<file path="config.mk">
export PLATFORM = sky130hd
export DESIGN_NAME = asc_scan_shifter
export DESIGN_NICKNAME = d
export VERILOG_FILES = /design/src/rtl/asc_pkg.sv /design/src/rtl/scan_clk_gen.sv /design/src/rtl/asc_scan_shifter.sv
export SDC_FILE = /design/constraint.sdc
export NUM_CORES = 1
export LEC_CHECK = 0
export CORE_UTILIZATION = 50
export CTS_CLUSTER_SIZE = 12
export DETAILED_ROUTE_END_ITERATION = 16
export PLACE_DENSITY = 0.64
export REMOVE_ABC_BUFFERS = 1
export SLEW_MARGIN = 30
export SYNTH_ARGS = -nofsm -noshare
export SYNTH_HDL_FRONTEND = slang
export SYNTH_SLANG_ARGS = --single-unit
</file>
<file path="constraint.sdc">
create_clock -name clk -period 6.5 [get_ports clk]
set_input_delay 0.65 -clock clk [delete_from_list [all_inputs] [get_ports clk]]
set_output_delay 0.65 -clock clk [all_outputs]
set_load 0.02 [all_outputs]
</file>
<file path="src/rtl/asc_pkg.sv">
// Shared types and constants for the ASC scan-chain path.
package asc_pkg;

  typedef enum logic [2:0] {
    StIdle,
    StRecv,
    StShift,
    StUpdate,
    StResp
  } asc_state_e;

  localparam logic [7:0] ASC_ACK          = 8'h01;
  localparam logic [7:0] ASC_NACK_TIMEOUT = 8'hEE;

  function automatic int unsigned packet_bits(input int unsigned addr_bits,
                                              input int unsigned payload_bits);
    return addr_bits + payload_bits;
  endfunction

  function automatic int unsigned packet_bytes(input int unsigned addr_bits,
                                               input int unsigned payload_bits);
    return (addr_bits + payload_bits + 7) / 8;
  endfunction

endpackage

</file>
<file path="src/rtl/scan_clk_gen.sv">
// Divided scan clock: toggles every Half enabled cycles, idles low when disabled.
module scan_clk_gen #(
  parameter int unsigned Half = 2
) (
  input  logic clk_i,
  input  logic rst_i,
  input  logic en_i,
  output logic scan_clk_o,
  output logic fall_tick_o,
  output logic rise_tick_o
);

  localparam int unsigned CntW = (Half > 1) ? $clog2(Half) : 1;
  localparam logic [CntW-1:0] CntLast = CntW'(Half - 1);

  logic [CntW-1:0] cnt_q;
  logic            scan_clk_q;
  logic            half_done;

  // Strobes mark the clk edge on which scan_clk changes level.
  assign half_done   = en_i && (cnt_q == CntLast);
  assign rise_tick_o = half_done && !scan_clk_q;
  assign fall_tick_o = half_done && scan_clk_q;
  assign scan_clk_o  = scan_clk_q;

  // Half-period counter; disable restarts the phase with scan_clk low.
  always_ff @(posedge clk_i) begin
    if (rst_i || !en_i) begin
      cnt_q      <= '0;
      scan_clk_q <= 1'b0;
    end else if (half_done) begin
      cnt_q      <= '0;
      scan_clk_q <= ~scan_clk_q;
    end else begin
      cnt_q <= cnt_q + 1'b1;
    end
  end

endmodule

</file>
<file path="src/rtl/asc_scan_shifter.sv">
// Collects one scan packet from the byte stream, shifts it onto the scan chain,
// pulses update and returns a status byte.
module asc_scan_shifter
  import asc_pkg::*;
#(
  parameter int unsigned CLKS_PER_SCAN_CLK = 100_000,
  parameter int unsigned ADDR_BITS         = 12,
  parameter int unsigned PAYLOAD_BITS      = 160,
  parameter int unsigned TIMEOUT_CLKS      = 1_000_000
) (
  input  logic       clk,
  input  logic       reset,
  input  logic       data_valid,
  output logic       data_ready,
  input  logic [7:0] data_in,
  output logic       response_valid,
  input  logic       response_ready,
  output logic [7:0] response_data,
  output logic       scan_clk,
  output logic       scan_en,
  output logic       scan_in,
  output logic       scan_reset
);

  localparam int unsigned Half        = CLKS_PER_SCAN_CLK / 2;
  localparam int unsigned PacketBits  = packet_bits(ADDR_BITS, PAYLOAD_BITS);
  localparam int unsigned PacketBytes = packet_bytes(ADDR_BITS, PAYLOAD_BITS);
  localparam int unsigned BitCntMax   = (PacketBits > Half) ? PacketBits : Half;
  localparam int unsigned BitCntW     = $clog2(BitCntMax + 1);
  localparam int unsigned ByteCntW    = $clog2(PacketBytes + 1);
  localparam int unsigned TmoW        = $clog2(TIMEOUT_CLKS + 1);

  localparam logic [BitCntW-1:0]  BitCntAll = BitCntW'(PacketBits);
  localparam logic [BitCntW-1:0]  HalfLast  = BitCntW'(Half - 1);
  localparam logic [ByteCntW-1:0] LastByte  = ByteCntW'(PacketBytes - 1);
  localparam logic [TmoW-1:0]     TmoLast   = TmoW'(TIMEOUT_CLKS - 1);

  asc_state_e                 state_q;
  logic [PacketBytes*8-1:0]   pkt_q;
  logic [BitCntW-1:0]         bit_cnt_q;
  logic [ByteCntW-1:0]        byte_cnt_q;
  logic [TmoW-1:0]            tmo_q;
  logic                       rdy_q;
  logic                       upd_fell_q;
  logic                       scan_en_q;
  logic                       scan_in_q;
  logic                       scan_reset_q;
  logic                       resp_valid_q;
  logic [7:0]                 resp_data_q;

  logic clk_en;
  logic fall_tick;
  logic rise_tick;
  logic byte_hs;

  // Scan clock runs through SHIFT and UPDATE until the update pulse has fallen.
  assign clk_en  = (state_q == StShift) || ((state_q == StUpdate) && !upd_fell_q);
  assign byte_hs = data_valid && rdy_q;

  scan_clk_gen #(
    .Half (Half)
  ) u_scan_clk_gen (
    .clk_i       (clk),
    .rst_i       (reset),
    .en_i        (clk_en),
    .scan_clk_o  (scan_clk),
    .fall_tick_o (fall_tick),
    .rise_tick_o (rise_tick)
  );

  // Packet FSM with registered outputs and counters.
  always_ff @(posedge clk) begin
    scan_reset_q <= reset;
    if (reset) begin
      state_q      <= StIdle;
      pkt_q        <= '0;
      bit_cnt_q    <= '0;
      byte_cnt_q   <= '0;
      tmo_q        <= '0;
      rdy_q        <= 1'b1;
      upd_fell_q   <= 1'b0;
      scan_en_q    <= 1'b0;
      scan_in_q    <= 1'b0;
      resp_valid_q <= 1'b0;
      resp_data_q  <= 8'h00;
    end else begin
      unique case (state_q)
        StIdle: begin
          tmo_q <= '0;
          if (byte_hs) begin
            pkt_q[7:0] <= data_in;
            byte_cnt_q <= ByteCntW'(1);
            state_q    <= StRecv;
          end
        end
        StRecv: begin
          if (byte_hs) begin
            pkt_q[{byte_cnt_q, 3'b000} +: 8] <= data_in;
            byte_cnt_q <= byte_cnt_q + 1'b1;
            tmo_q      <= '0;
            if (byte_cnt_q == LastByte) begin
              // Bit 0 sits in byte 0, already stored; present it straight away.
              state_q    <= StShift;
              rdy_q      <= 1'b0;
              scan_en_q  <= 1'b1;
              scan_in_q  <= pkt_q[0];
              bit_cnt_q  <= '0;
              byte_cnt_q <= '0;
            end
          end else if (tmo_q == TmoLast) begin
            state_q      <= StResp;
            rdy_q        <= 1'b0;
            resp_valid_q <= 1'b1;
            resp_data_q  <= ASC_NACK_TIMEOUT;
            byte_cnt_q   <= '0;
            tmo_q        <= '0;
          end else begin
            tmo_q <= tmo_q + 1'b1;
          end
        end
        StShift: begin
          // Count a bit when the chip samples it; advance data on the falling edge.
          if (rise_tick) begin
            bit_cnt_q <= bit_cnt_q + 1'b1;
          end else if (fall_tick) begin
            if (bit_cnt_q == BitCntAll) begin
              state_q    <= StUpdate;
              scan_en_q  <= 1'b0;
              scan_in_q  <= 1'b0;
              bit_cnt_q  <= '0;
              upd_fell_q <= 1'b0;
            end else begin
              scan_in_q <= pkt_q[1];
              pkt_q     <= pkt_q >> 1;
            end
          end
        end
        StUpdate: begin
          // Low, high, then a trailing low half counted with the idle bit counter.
          if (!upd_fell_q) begin
            if (fall_tick) begin
              upd_fell_q <= 1'b1;
            end
          end else if (bit_cnt_q == HalfLast) begin
            state_q      <= StResp;
            upd_fell_q   <= 1'b0;
            bit_cnt_q    <= '0;
            resp_valid_q <= 1'b1;
            resp_data_q  <= ASC_ACK;
          end else begin
            bit_cnt_q <= bit_cnt_q + 1'b1;
          end
        end
        StResp: begin
          if (response_ready) begin
            resp_valid_q <= 1'b0;
            rdy_q        <= 1'b1;
            state_q      <= StIdle;
          end
        end
        default: state_q <= StIdle;
      endcase
    end
  end

  // Ready is masked while reset is held so nothing is accepted during reset.
  assign data_ready     = rdy_q && !reset;
  assign response_valid = resp_valid_q;
  assign response_data  = resp_data_q;
  assign scan_en        = scan_en_q;
  assign scan_in        = scan_in_q;
  assign scan_reset     = scan_reset_q;

endmodule

</file>
==> impl_metrics.py <==
metrics = {
    "worst_setup_path": {
        "critPathKind": "flop to flop",
        "crit_path_end_kind": "flop",
        "worstPathRequired_ps": 6950,
        "cp-start-kind": "flop",
        "reg2reg_to": "pkt_q[108]",
        "reg2reg_from": "byte_cnt_q[0]",
        "critPathMaxFanout": 19,
        "arrival_ps": 4000,
        "reg2reg_slack_ps": 2950,
        "reg2reg_depth": 8,
    },
    "synth": {
        "ys_seq_area_share_pct": 42.27,
        "yosys.area.top_type": "dfxtp_1",
        "synth_top_area_share_pct": 42.27,
        "syn-cell-area_mm2": 0.01160,
        "ys_top_cells_by_area": "dfxtp_1 42%, a211oi_1 9.1%, nor2_1 7.1%",
        "async_flop_share_pct": 0,
        "synth-edff-count": 0,
        "netlist_instances": 1364,
        "synth_seq_cells": 245,
        "yosysWarnings": 0,
        "synthFlopType": "dfxtp_1",
        "yosysUniqueCellTypes": 77,
        "syn_avg_cell_area_um2": 8.506,
    },
    "flow_run": {
        "maxCapViolations": 0,
    },
    "timing": {
        "fmax_ghz": 0.2815,
        "rsz0062_at_grt": "no",
        "setup_viol": 0,
        "period_minus_slack_ps": 3552,
        "fin_tns_setup_ps": 0,
        "fin_skew_ps": 9.085,
        "worst_slew_pin_slew_ps": 1028,
        "hold_viol": 0,
        "slew_viol_final": 0,
        "finalCritPeriodShare_pct": 54.64,
        "relSlewSlack_pct": 31.24,
    },
    "detailed_routing": {
        "routedWlPerCell_um": 18.40,
        "drc": 0,
        "ant_nets": 0,
        "num_vias": 10096,
        "viasPerCell": 6.267,
        "first_pass_iters": 5,
        "first_iter_violations": 696,
        "drt_wl_total_um": 29640,
    },
    "clocking": {
        "postCtsSetupRepairBufs": 0,
        "path_clk_slew_ps": 60,
        "root_buffer": "clkbuf_16",
        "cts_made_buffers": 27,
        "cts_tree": "built",
        "clk_latency_ps": 540,
        "clock_path_buffers": 3,
        "cts.sinks": 245,
        "ctsResizeCount": 0,
        "hold_buffers": 0,
        "htreeDepth": 1,
    },
    "global_route": {
        "grt-ovfl-total": 0,
        "antenna_found_initial": 0,
        "grt_max_degree": 101,
        "grt_pass1_vias": 9084,
        "grt_pass1_wl_um": 48470,
        "grt_usage_pct": 24.63,
    },
    "worst_hold_path": {
        "holdCritPathClass": "flop to flop",
        "hold-path-cell-count": 1,
        "whs_endpoint": "u_scan_clk_gen.cnt_q[0]",
        "min_from": "u_scan_clk_gen.cnt_q[0]",
    },
    "placement": {
        "dp_hpwl_um": 17690,
        "port_buffers": 24,
        "gp_congestion": 0.8382,
        "placed_cell_area_mm2": 0.01182,
    },
    "die": {
        "num_io_pins": 26,
        "coreArea_mm2": 0.02271,
        "die_h_um": 154.3,
        "num_rows": 55,
        "die_area_mm2": 0.02382,
        "start_util_pct": 51.09,
        "die_w_um": 154.3,
    },
    "power": {
        "power_frac_seq_pct": 42.2,
        "vdd_drop_max_mv": 0.1949,
        "switching_share_pct": 30.05,
        "pwr-share-clk_pct": 41.2,
        "leakage_nw": 3.829,
        "pwr-share-comb_pct": 16.6,
        "p_sw_w": 0.001131,
        "power-per-cell-area_mw_per_mm2": 294.3,
        "intPower_w": 0.002632,
    },
    "layout": {
        "antenna_cells": 0,
        "final_area_mm2": 0.01279,
        "nets": 1327,
        "area.sequential_mm2": 0.004905,
        "drive_gt1_share_pct": 7.240,
        "fill_cells": 2057,
        "area_growth_syn_to_layout_pct": 10.20,
        "multi_input_area_mm2": 0.006227,
    },
    "status": {
        "status": "finished, final reports clean",
    },
}
## per-layer routing
layer	global-route usage (%)	share of wire, %
met1	36.28	49
met2	37.97	45
met3	2.606	4.1
met4	7.025	2.2
met5	0	0
## synth_stat cells, drive strengths merged (10+ instances only)
library cell    n
and2           15
inv            14
xor2           28
nor2          219
clkbuf         87
dfxtp         245
nand4          22
a21oi          86
nand3          30
nor3           34
a31oi          10
a32oi          43
a221oi         16
a22oi          75
buf            36
a211oi        141
o21ai          37
xnor2          11
nand2          52
and3           20
or3            10
a311oi         10
## cells in the final DEF (no fill, tap or decap), types with 9 or more instances in the layout
cell / count
nor4_1: 9
xor2_1: 28
o21ai_0: 25
clkbuf_16: 27
clkbuf_8: 11
nand4_1: 22
a22oi_1: 74
and2_1: 11
a32oi_1: 43
buf_4: 10
nor2_1: 218
xnor2_1: 11
a31oi_1: 9
inv_1: 14
a211oi_1: 141
dfxtp_1: 245
clkdlybuf4s50_1: 23
ha_1: 9
or3_1: 10
and3_1: 20
nand2_1: 51
a221oi_1: 16
nand3_1: 28
nor3_1: 33
a21oi_1: 80
a311oi_1: 10
## power groups by stage
| stage | Clock (W) | Combinational (W) | Sequential, W |
|---|---|---|---|
| floorplan | 0 | 0.000378 | 0.00161 |
| global placement | 0 | 0.000598 | 0.00162 |
| detailed placement | 0 | 0.000606 | 0.00162 |
| CTS | 0.00158 | 0.000608 | 0.00159 |
| global route | 0.00163 | 0.000683 | 0.00159 |
| finish | 0.00155 | 0.000624 | 0.00159 |
## worst max path at each step
stage,endpoint,startpoint,cells after the start,slack (ps)
global route,pkt_q[109],byte_cnt_q[0],8,2620
CTS,pkt_q[15],byte_cnt_q[0],8,2980
floorplan,pkt_q[152],state_q[1],5,-6020
global placement,pkt_q[24],data_valid,6,3130
finish,pkt_q[108],byte_cnt_q[0],8,2950
detailed placement,pkt_q[15],data_valid,6,2930
## critical path, stage by stage, from the launching register on
cell and delay [ps]:
dfxtp_1 740, inv_1 210, ha_1 350, xor2_1 410, nand2_1 280, nor2b_1 640
a21o_1 520, nor2_1 80, a211oi_1 230
## through the flow
stage               hold WS, ps  power, W  util (%)  setup WS (ps)  std cells
floorplan                 417.5  0.001991         -          -6019       1241
global route              463.9  0.003911     56.30           2621       1611
CTS                       453.4  0.003771     56.06           2981       1611
global placement          432.1  0.002218     51.93           3128       1562
finish                    453.6  0.003763     56.30           2948       1611
detailed placement        444.5  0.002226     52.07           2932       1562
## registers in the layout, indices dropped and copies added (netlist names)
name,cells
bit_cnt_q,16
byte_cnt_q,5
pkt_q,176
rdy_q,1
response_data,2
response_valid,1
scan_en,1
scan_in,1
scan_reset,1
state_q,3
tmo_q,20
u_scan_clk_gen.cnt_q,16
u_scan_clk_gen.scan_clk_o,1
upd_fell_q,1
## logic make-up (layout without fill, tap and decap cells)
logic type	count (synthesis)	after routing	share of synthesized area (%)
AOI/OAI and AO/OA	468	468	29.32
xor gates and xnor gates	39	39	2.944
adders and majority gates	9	9	0.9706
buffers and inverters	137	99	4.874
DFF	245	245	42.27
muxes	2	2	0.1726
other	1	1	0.03232
and+or+nand+nor	463	463	19.41
## layout make-up
cell class / instances / area share (%)
clock buffer: 44 / 6.644
clock inverter: 5 / 0.4404
inverter: 14 / 0.4110
multi-input combinational: 982 / 48.70
sequential: 245 / 38.36
tap: 285 / 2.789
timing repair buffer: 36 / 2.652
No activity file was read; power rests on OpenSTA's default activity.
